### config.mk
export PLATFORM = sky130hd
export DESIGN_NAME = seg14_scan_ctrl_flat
export DESIGN_NICKNAME = d
export VERILOG_FILES = /design/src/rtl/seg14_pkg.sv /design/src/rtl/seg14_scan_ctrl_if.sv /design/src/rtl/seg14_hex_lut.sv /design/src/rtl/seg14_scan_ctrl.sv /design/src/flat_wrapper.sv
export SDC_FILE = /design/constraint.sdc
export NUM_CORES = 1
export LEC_CHECK = 0
export ABC_AREA = 1
export CAP_MARGIN = 10
export CORE_ASPECT_RATIO = 0.9
export CORE_MARGIN = 5
export CORE_UTILIZATION = 43
export DETAILED_ROUTE_END_ITERATION = 8
export GPL_ROUTABILITY_DRIVEN = 0
export PLACE_DENSITY_LB_ADDON = 0.05
export SLEW_MARGIN = 0
export SYNTH_ARGS = -nofsm -noshare
export SYNTH_HDL_FRONTEND = slang
export SYNTH_SLANG_ARGS = --single-unit
### constraint.sdc
create_clock -name clk -period 2.66 [get_ports clk]
set_clock_uncertainty 0.15 [all_clocks]
set_input_delay 0.399 -clock clk [delete_from_list [all_inputs] [get_ports clk]]
set_output_delay 0.399 -clock clk [all_outputs]
set_load 0.02 [all_outputs]
### src/rtl/seg14_pkg.sv
// Shared types and the hex -> 14-segment (+DP) table for the scan controller.
package seg14_pkg;

    typedef enum logic [1:0] {
        ST_IDLE  = 2'd0,
        ST_BLANK = 2'd1,
        ST_SHOW  = 2'd2
    } state_t;

    localparam int SEG_DP_BIT = 15;

    // Bit 15 is left clear in every entry; the decimal point is merged in downstream.
    localparam logic [15:0] HEX_SEG_0 = 16'h3AB1;
    localparam logic [15:0] HEX_SEG_1 = 16'h0290;
    localparam logic [15:0] HEX_SEG_2 = 16'h3161;
    localparam logic [15:0] HEX_SEG_3 = 16'h30D1;
    localparam logic [15:0] HEX_SEG_4 = 16'h0A50;
    localparam logic [15:0] HEX_SEG_5 = 16'h38C1;
    localparam logic [15:0] HEX_SEG_6 = 16'h39E1;
    localparam logic [15:0] HEX_SEG_7 = 16'h1090;
    localparam logic [15:0] HEX_SEG_8 = 16'h3BF1;
    localparam logic [15:0] HEX_SEG_9 = 16'h3AD1;
    localparam logic [15:0] HEX_SEG_A = 16'h1BF0;
    localparam logic [15:0] HEX_SEG_B = 16'h3ED4;
    localparam logic [15:0] HEX_SEG_C = 16'h2821;
    localparam logic [15:0] HEX_SEG_D = 16'h36B4;
    localparam logic [15:0] HEX_SEG_E = 16'h3961;
    localparam logic [15:0] HEX_SEG_F = 16'h1861;

    function automatic logic [15:0] hex_seg(input logic [3:0] nib);
        logic [15:0] s;
        case (nib)
            4'h0:    s = HEX_SEG_0;
            4'h1:    s = HEX_SEG_1;
            4'h2:    s = HEX_SEG_2;
            4'h3:    s = HEX_SEG_3;
            4'h4:    s = HEX_SEG_4;
            4'h5:    s = HEX_SEG_5;
            4'h6:    s = HEX_SEG_6;
            4'h7:    s = HEX_SEG_7;
            4'h8:    s = HEX_SEG_8;
            4'h9:    s = HEX_SEG_9;
            4'hA:    s = HEX_SEG_A;
            4'hB:    s = HEX_SEG_B;
            4'hC:    s = HEX_SEG_C;
            4'hD:    s = HEX_SEG_D;
            4'hE:    s = HEX_SEG_E;
            default: s = HEX_SEG_F;
        endcase
        return s;
    endfunction

endpackage

### src/rtl/seg14_scan_ctrl_if.sv
// Host-side controls and pin-side outputs of the scan controller, plus FSM state for observation.
interface seg14_scan_ctrl_if #(parameter int NUM_DIGITS = 4);
    import seg14_pkg::*;

    // load is a single-cycle strobe with no back-pressure: value_in/dp_in are taken on
    // every cycle load=1, and a newer strobe replaces any not-yet-displayed value.
    logic                    enable;
    logic                    load;
    logic [4*NUM_DIGITS-1:0] value_in;
    logic [NUM_DIGITS-1:0]   dp_in;
    logic                    lz_blank;
    logic [15:0]             seg_out;
    logic [NUM_DIGITS-1:0]   dig_en;
    logic                    frame_tick;
    state_t                  dbg_state;

    modport master (
        output enable, load, value_in, dp_in, lz_blank,
        input  seg_out, dig_en, frame_tick, dbg_state
    );

    modport slave (
        input  enable, load, value_in, dp_in, lz_blank,
        output seg_out, dig_en, frame_tick, dbg_state
    );
endinterface

### src/rtl/seg14_hex_lut.sv
// Combinational nibble -> 16-bit segment word lookup.
module seg14_hex_lut
    import seg14_pkg::*;
(
    input  logic [3:0]  nibble,
    output logic [15:0] seg
);
    assign seg = hex_seg(nibble);
endmodule

### src/rtl/seg14_scan_ctrl.sv
// Time-multiplexed 14-segment scan driver: one digit per slot, each slot opening with
// an all-off gap so the digit enable never moves while segments are lit.
module seg14_scan_ctrl
    import seg14_pkg::*;
#(
    parameter int NUM_DIGITS     = 4,
    parameter int CLK_DIV        = 50000,
    parameter int BLANK_CYCLES   = 100,
    parameter int SEG_ACTIVE_LOW = 0,
    parameter int DIG_ACTIVE_LOW = 1
)
(
    input logic              clk,
    input logic              rst,
    seg14_scan_ctrl_if.slave bus
);
    localparam int CW = $clog2(CLK_DIV);
    localparam int IW = $clog2(NUM_DIGITS);
    localparam logic [15:0]           SEG_OFF   = (SEG_ACTIVE_LOW != 0) ? 16'hFFFF : 16'h0000;
    localparam logic [NUM_DIGITS-1:0] DIG_OFF   = (DIG_ACTIVE_LOW != 0) ? '1 : '0;
    localparam logic [CW-1:0]         BLANK_END = CW'(BLANK_CYCLES - 1);
    localparam logic [CW-1:0]         SLOT_END  = CW'(CLK_DIV - 1);
    localparam logic [IW-1:0]         IDX_LAST  = IW'(NUM_DIGITS - 1);

    state_t                  state_q, state_d;
    logic [CW-1:0]           cnt_q, cnt_d;
    logic [IW-1:0]           idx_q, idx_d;
    logic                    frame_d, copy_d;
    logic [4*NUM_DIGITS-1:0] pend_val_q, disp_val_q;
    logic [NUM_DIGITS-1:0]   pend_dp_q, disp_dp_q;
    logic                    pend_valid_q;
    logic [15:0]             seg_q;
    logic [NUM_DIGITS-1:0]   dig_q;
    logic                    frame_q;

    always_comb begin
        state_d = state_q;
        cnt_d   = cnt_q + 1'b1;
        idx_d   = idx_q;
        frame_d = 1'b0;
        copy_d  = 1'b0;
        if (!bus.enable) begin
            state_d = ST_IDLE;
            cnt_d   = '0;
            idx_d   = '0;
        end else begin
            case (state_q)
                ST_IDLE: begin
                    state_d = ST_BLANK;
                    cnt_d   = '0;
                    idx_d   = '0;
                    copy_d  = 1'b1;
                end
                ST_BLANK: begin
                    if (cnt_q == BLANK_END) state_d = ST_SHOW;
                end
                ST_SHOW: begin
                    if (cnt_q == SLOT_END) begin
                        state_d = ST_BLANK;
                        cnt_d   = '0;
                        if (idx_q == IDX_LAST) begin
                            idx_d   = '0;
                            frame_d = 1'b1;
                            copy_d  = 1'b1;
                        end else begin
                            idx_d = idx_q + 1'b1;
                        end
                    end
                end
                default: begin
                    state_d = ST_IDLE;
                    cnt_d   = '0;
                    idx_d   = '0;
                end
            endcase
        end
    end

    // lz_mask[i]: every nibble from the top down to digit i is zero.
    logic [NUM_DIGITS-1:0] lz_mask;
    logic                  zero_run;
    always_comb begin
        lz_mask  = '0;
        zero_run = 1'b1;
        for (int i = NUM_DIGITS - 1; i > 0; i--) begin
            zero_run   = zero_run & (disp_val_q[4*i +: 4] == 4'h0);
            lz_mask[i] = zero_run;
        end
    end

    logic [3:0]  cur_nib;
    logic [15:0] lut_seg;
    assign cur_nib = disp_val_q[{idx_q, 2'b00} +: 4];

    seg14_hex_lut u_lut (
        .nibble (cur_nib),
        .seg    (lut_seg)
    );

    // Suppressed leading zeros lose their segments but still show their decimal point.
    logic [15:0]           seg_raw;
    logic [NUM_DIGITS-1:0] dig_raw;
    always_comb begin
        seg_raw = '0;
        dig_raw = '0;
        if (bus.enable && state_q == ST_SHOW) begin
            dig_raw[idx_q]      = 1'b1;
            seg_raw             = lut_seg;
            seg_raw[SEG_DP_BIT] = disp_dp_q[idx_q];
            if (bus.lz_blank && lz_mask[idx_q]) seg_raw[14:0] = '0;
        end
    end

    always_ff @(posedge clk) begin
        if (rst) begin
            state_q      <= ST_IDLE;
            cnt_q        <= '0;
            idx_q        <= '0;
            pend_val_q   <= '0;
            pend_dp_q    <= '0;
            disp_val_q   <= '0;
            disp_dp_q    <= '0;
            pend_valid_q <= 1'b0;
            seg_q        <= SEG_OFF;
            dig_q        <= DIG_OFF;
            frame_q      <= 1'b0;
        end else begin
            state_q <= state_d;
            cnt_q   <= cnt_d;
            idx_q   <= idx_d;
            frame_q <= frame_d;
            seg_q   <= seg_raw ^ SEG_OFF;
            dig_q   <= dig_raw ^ DIG_OFF;
            if (copy_d && pend_valid_q) begin
                disp_val_q <= pend_val_q;
                disp_dp_q  <= pend_dp_q;
            end
            // A strobe on the copy cycle is kept pending for the next frame.
            if (bus.load) begin
                pend_val_q   <= bus.value_in;
                pend_dp_q    <= bus.dp_in;
                pend_valid_q <= 1'b1;
            end else if (copy_d) begin
                pend_valid_q <= 1'b0;
            end
        end
    end

    assign bus.seg_out    = seg_q;
    assign bus.dig_en     = dig_q;
    assign bus.frame_tick = frame_q;
    assign bus.dbg_state  = state_q;

endmodule

### src/flat_wrapper.sv
// flat-port wrapper written by rule: the top's interface ports become plain ports
module seg14_scan_ctrl_flat import seg14_pkg::*;
#(
    parameter int NUM_DIGITS     = 4,
    parameter int CLK_DIV        = 50000,
    parameter int BLANK_CYCLES   = 100,
    parameter int SEG_ACTIVE_LOW = 0,
    parameter int DIG_ACTIVE_LOW = 1
)
  (clk, rst, bus_enable, bus_load, bus_value_in, bus_dp_in, bus_lz_blank, bus_seg_out, bus_dig_en, bus_frame_tick, bus_dbg_state);
  seg14_scan_ctrl_if #(.NUM_DIGITS(NUM_DIGITS)) bus_i ();
  input logic clk;
  input logic rst;
  input wire logic [$bits(bus_i.enable)-1:0] bus_enable;
  input wire logic [$bits(bus_i.load)-1:0] bus_load;
  input wire logic [$bits(bus_i.value_in)-1:0] bus_value_in;
  input wire logic [$bits(bus_i.dp_in)-1:0] bus_dp_in;
  input wire logic [$bits(bus_i.lz_blank)-1:0] bus_lz_blank;
  output wire logic [$bits(bus_i.seg_out)-1:0] bus_seg_out;
  output wire logic [$bits(bus_i.dig_en)-1:0] bus_dig_en;
  output wire logic [$bits(bus_i.frame_tick)-1:0] bus_frame_tick;
  output wire logic [$bits(bus_i.dbg_state)-1:0] bus_dbg_state;
  assign bus_i.enable = bus_enable;
  assign bus_i.load = bus_load;
  assign bus_i.value_in = bus_value_in;
  assign bus_i.dp_in = bus_dp_in;
  assign bus_i.lz_blank = bus_lz_blank;
  assign bus_seg_out = bus_i.seg_out;
  assign bus_dig_en = bus_i.dig_en;
  assign bus_frame_tick = bus_i.frame_tick;
  assign bus_dbg_state = bus_i.dbg_state;
  seg14_scan_ctrl #(.NUM_DIGITS(NUM_DIGITS), .CLK_DIV(CLK_DIV), .BLANK_CYCLES(BLANK_CYCLES), .SEG_ACTIVE_LOW(SEG_ACTIVE_LOW), .DIG_ACTIVE_LOW(DIG_ACTIVE_LOW)) u_core (.clk(clk), .rst(rst), .bus(bus_i));
endmodule
==> results.toml, run 1 <==
[run_status]
status = "completed"

[worst_setup_path]
reg2reg_depth = 7
reg2reg_to = "u_core.bus.seg_out[0]"
arrival_ns = 2.17
cp_max_fo = 10
rr_startpoint = "u_core.idx_q[0]"
crit_start = "u_core.idx_q[0]"
worstSetupPathType = "flip-flop to flip-flop"
crit_required_ns = 2.73
critical_path.endpoint = "u_core.bus.seg_out[0]"
cp-end-kind = "flip-flop"
rrSetupSlack_ns = 0.57
startpoint_type = "flip-flop"

[die]
die_area_um2 = 10600
initial_utilization_pct = 43.8
io_pins = 48
die_h_um = 98.4
coreArea_um2 = 8530
rows = 32
die_w_um = 108

[clocking]
root_buffer = "clkbuf_8"
clkTransAtPathRegs_ns = 0.09
cts_resized = 0
numCtsBuffers = 9
hold_buffers = 0
htree_levels = 3
clock_sinks = 78
cts_buffer_depth = 2
cts_tree = "done"
post_cts_buffers = 0
insertion_delay_ns = 0.35

[finish]
seq_area_um2 = 1560
stdcell_count = 685
fillers = 893
area_growth_syn_to_layout_pct = 21.1
fin_nets = 603
multi_input_area_um2 = 1700
layout_common_cells = "nand2_1 (99), inv_1 (84), dfxtp_1 (78), nor2_1 (64), clkdlybuf4s50_1 (44)"
n_antenna_cell = 0
layout_commonest_cell = "nand2_1"
drive_above_1_share_pct = 6.54

[timing]
slew-limit-headroom_pct = 62.2
worstMarginPinSlew_ns = 0.567
whs_ns = 0.297
fmax_mhz = 478
rsz0062_at_grt = "no"
drv_slew = 0
finalSetupViolCount = 0
fin_crit_sh_pct = 78.7
tns_ns = 0
finalHoldViolCount = 0
post-route-min-period_ns = 2.09

[synthesis]
synth_simple_gate_area_share_pct = 26.4
synthCells = 523
synth_area_um2 = 3730
synth_xor_area_share_pct = 2.11
synth_area_leaders = "dfxtp_1 (42%), nand2_1 (10%), inv_1 (8.4%)"
seq_area_frac_synth_pct = 41.8
synthAdderAreaFrac_pct = 5.70
ys_types = 33
avgSynthCellArea_um2 = 7.14
synth_top_area_share_pct = 41.8
synth_mux_area_share_pct = 0
yosysTopAreaCell = "dfxtp_1"
ys_ff_latch = 78
synth_top_family_by_area = "simple AND/OR/NAND/NOR gates"
synth-compound-area-share_pct = 10.9
yosysWarnings = 0

[detailed_routing]
drt_first_pass_iters = 4
routed_wl_um = 7110
viasPerCell = 4.56
drc = 0
vias = 3122
ant_nets = 0
wl_per_cell_um = 10.4
drt_iter0_drc = 98

[global_route]
antenna_found_initial = 0
grt_start_max_net_pins = 42
grt_pass1_vias = 2935
globalRouteOverflowTotal = 0
grt_pass1_wl_um = 12700
grt_usage_pct = 14.6

[pwr]
power.density_nw_per_um2 = 625
p_leak_uw = 0.00193
power.ir.vdd_worst_mv = 0.255

[hold_path]
min_path_cells = 1
hold_class = "flip-flop to flip-flop"

[placed_design]
hpwl_um = 5330
dp.cells = 669
portBuffers = 44

[job]
cap_violations = 0
[synth_stat cells]
| master | n |
|---|---|
| o211ai_1 | 2 |
| nand3_1 | 15 |
| nor3b_1 | 2 |
| nand2_2 | 4 |
| buf_2 | 4 |
| conb_1 | 1 |
| nor2_2 | 3 |
| a21oi_1 | 37 |
| nand4_1 | 23 |
| o21ai_1 | 2 |
| clkbuf_1 | 10 |
| nand3_2 | 1 |
| a31oi_1 | 1 |
| nor3_1 | 12 |
| xnor2_1 | 2 |
| a22oi_1 | 2 |
| nor2_1 | 64 |
| dfxtp_1 | 78 |
| nor2_4 | 1 |
| buf_4 | 5 |
| a21boi_0 | 1 |
| ha_1 | 17 |
| o21ai_2 | 1 |
| clkinv_1 | 1 |
| o21ai_0 | 32 |
| and3_1 | 1 |
| inv_2 | 3 |
| buf_6 | 4 |
| xor2_1 | 7 |
| nand2_1 | 99 |
| inv_1 | 84 |
| buf_1 | 3 |
| nor3_2 | 1 |
[per-stage QoR]
| step | power, uW | setup WS (ns) | cell area [um^2] | util [%] |
|---|---|---|---|---|
| 6_report | 2830 | 0.567 | 4520 | 53.0 |
| 4_1_cts | 2860 | 0.572 | 4520 | 53.0 |
| 5_1_grt | 2970 | 0.366 | 4520 | 53.0 |
| 3_3_place_gp | 1590 | 0.600 | 4230 | 49.6 |
| 2_1_floorplan | 1500 | 0.692 | 3740 | - |
| 3_5_place_dp | 1590 | 0.543 | 4230 | 49.6 |
[flip-flops by register name, summed over array words and instances (netlist names)]
name                   cells
u_core.cnt_q              16
u_core.disp_val_q         16
u_core.pend_val_q         16
u_core.bus.seg_out        12
u_core.bus.dig_en          4
u_core.disp_dp_q           4
u_core.pend_dp_q           4
u_core.bus.dbg_state       2
u_core.idx_q               2
u_core.bus.frame_tick      1
u_core.pend_valid_q        1
[layer usage]
metal | vias up | global-route usage [%] | part of all wire (%)
met1 | 1329 | 18.7 | 50
met5 | - | 0 | 0
li1 | 1714 | - | -
met2 | 69 | 23.1 | 43
met4 | 0 | 4.95 | 1.4
met3 | 10 | 4.49 | 5.1
[cell type report]
type | instances | area share (%)
Clock buffer | 9 | 2.74
Clock inverter | 7 | 3.71
Inverter | 88 | 7.30
Multi-Input combinational cell | 333 | 37.5
Sequential cell | 78 | 34.5
Tap cell | 119 | 3.29
Timing Repair Buffer | 51 | 10.9
[worst min-delay path by stage]
stage,end,start
final,u_core.cnt_q[0],u_core.cnt_q[0]
after global routing,u_core.cnt_q[0],u_core.cnt_q[0]
after CTS,u_core.cnt_q[0],u_core.cnt_q[0]
after detailed placement,u_core.cnt_q[0],u_core.cnt_q[0]
after global placement,u_core.cnt_q[0],u_core.cnt_q[0]
after floorplan,u_core.cnt_q[0],u_core.cnt_q[0]
[logic make-up after synthesis]
kind of cell | count (synthesis)
AOI/OAI and AO/OA | 78
xor gates and xnor gates | 9
adders and majority gates | 17
buffers and inverters | 114
DFF | 78
other | 1
and+or+nand+nor | 226
[power by group]
group	internal (uW)	switching, uW	total, uW
registers	1210	18.7	1230
clock network	820	445	1260
logic	130	199	329
total	2160	663	2830
[critical path, stage by stage (launching register included)]
cell and delay, ns:
dfxtp_1 0.54, buf_4 0.23, o21ai_0 0.10, o21ai_1 0.17
inv_1 0.12, ha_1 0.32, o211ai_1 0.23, a21oi_1 0.10
No activity file was read; power rests on OpenSTA's default activity.
==> run 2: changes to the inputs <==
- clock period: 2.66 -> 1.8 ns (I/O delays scaled with it)
==> run 2 against run 1 <==
  * Non-clock buffer count is 26 higher
  * Setup slack worse by 0.48 ns
  * Critical path type is now flip-flop to primary output
  * Critical path depth is 6 lower
  * Largest power group is now registers
  * Global-route usage is 0.092 points higher
  * Count of clock-buffer cells in the layout stayed put
  * Clock power is 26% higher
  * Core utilization is 3.8 points higher
==> results.toml, run 2 (synthesized netlist as in run 1, its figures left out) <==
[timing]
fmax_mhz = 584
fin_crit_sh_pct = 95.2
rsz0062_at_grt = "yes"
finalHoldViolCount = 0
post-route-min-period_ns = 1.71
drv_slew = 0
layout_setup_ws_ns = 0.0863
finalSetupViolCount = 0

[global_route]
grt_usage_pct = 14.7
grt_pass1_wl_um = 12800
antenna_found_initial = 0
grt_pass1_vias = 2849
grt_start_max_net_pins = 42
globalRouteOverflowTotal = 0

[worst_setup_path]
crit_chain = "clkdlybuf4s50_1"
cp_max_fo = 1
startpoint_type = "flip-flop"
critPathSlowestCell = "clkdlybuf4s50_1"
arrival_ns = 1.29
critPathTopFamily = "buffers and inverters"
cp_num_buf_inv = 1
max_stage_delay_ns = 0.60
cp-end-kind = "primary output"
crit_required_ns = 1.38
worstSetupPathType = "flip-flop to primary output"

[clocking]
htree_levels = 3
cts_tree = "done"
clock_sinks = 78
hold_buffers = 0
cts_buffer_depth = 2
numCtsBuffers = 9
clkTransAtPathRegs_ns = 0.09
root_buffer = "clkbuf_8"
insertion_delay_ns = 0.35

[run_status]
status = "completed"

[placed_design]
postPlaceCellArea_um2 = 4470
dp_slack_ns = -0.0678
portBuffers = 44
hpwl_um = 5410

[finish]
area_growth_syn_to_layout_pct = 29.9
n_antenna_cell = 0
layout_commonest_cell = "nand2_1"
fillers = 851
layout_common_cells = "nand2_1 (96), inv_1 (82), dfxtp_1 (71), nor2_1 (61), clkdlybuf4s50_1 (42)"
fin_nets = 629
drive_above_1_share_pct = 14.9
top_regs = "u_core.cnt_q (16), u_core.disp_val_q (16), u_core.pend_val_q (16)"
finalInstanceArea_um2 = 4850

[pwr]
power.density_nw_per_um2 = 824
p_leak_uw = 0.00207
power.ir.vdd_worst_mv = 0.452

[die]
die_area_um2 = 10600
io_pins = 48
coreArea_um2 = 8530
initial_utilization_pct = 43.8
die_w_um = 108
die_h_um = 98.4
rows = 32

[hold_path]
hold_class = "flip-flop to flip-flop"

[detailed_routing]
ant_nets = 0
drt_first_pass_iters = 6
viasPerCell = 4.53
routed_wl_um = 7520
wl_per_cell_um = 10.6
drt_iter0_drc = 136
drc = 0
vias = 3224

[job]
cap_violations = 0
==> run 2: cell count changes in the layout (fill, tap and decap cells not counted), moves of 3 or more <==
| cell | change |
|---|---|
| dfxtp_2 | +7 |
| nand2_1 | -3 |
| ha_1 | -4 |
| nand2_2 | +3 |
| o21ai_0 | -4 |
| nor2_1 | -3 |
| ha_4 | +3 |
| buf_4 | +20 |
| dfxtp_1 | -7 |
| buf_12 | +5 |
==> run 2: path summary, 6_finish.rpt <==
path	start	endpoint	slack (ns)	cells after the start
worst max-delay path	u_core.bus.dig_en[0]	bus_dig_en[0]	0.09	1
worst min-delay path	u_core.cnt_q[0]	u_core.cnt_q[0]	0.30	1
worst max register to register	u_core.idx_q[0]	u_core.bus.seg_out[4]	0.09	10
worst min register to register	u_core.cnt_q[0]	u_core.cnt_q[0]	0.30	1
==> run 2: routing by layer <==
metal  routed length, um  vias up  part of all wire (%)  global-route usage [%]
met5                   0        -                     0                       0
met1                3620     1393                    48                    19.6
met4                  97        0                   1.3                    5.24
li1                    -     1764                     -                       -
met3                 325        8                   4.3                    3.97
met2                3480       59                    46                    22.7
==> run 2: metrics by stage <==
stage | total power, uW | hold slack, ns | std cells | util [%] | setup TNS, ns
after global placement | 2410 | 0.278 | 690 | 52.4 | -0.109
after detailed placement | 2410 | 0.288 | 690 | 52.4 | -0.362
final | 4000 | 0.302 | 711 | 56.9 | 0
after CTS | 4020 | 0.304 | 706 | 55.3 | 0
after floorplan | 2230 | 0.189 | 525 | - | -0.672
after global routing | 4220 | 0.330 | 711 | 56.9 | -0.229
==> run 2: where the power goes <==
| group | switching (uW) | internal, uW | leakage [uW] |
|---|---|---|---|
| combinational | 329 | 255 | 0.00131 |
| sequential | 25.7 | 1790 | 0.000640 |
| clock | 670 | 925 | 0.000116 |
| total | 1020 | 2970 | 0.00207 |
==> run 2: what timing repair did <==
action	CTS	global route
endpoints found under the setup margin	12	35
gates cloned	0	1
gates resized for setup	4	31
pin swaps	0	14
buffers inserted	0	4
==> run 2: layout make-up <==
| cell class | instances | area, um^2 | area share (%) |
|---|---|---|---|
| tap | 119 | 149 | 3.07 |
| sequential | 78 | 1570 | 32.4 |
| clock inverter | 7 | 123 | 2.53 |
| clock buffer | 9 | 124 | 2.55 |
| inverter | 88 | 333 | 6.86 |
| timing repair buffer | 77 | 752 | 15.5 |
| multi-input combinational | 333 | 1800 | 37.1 |
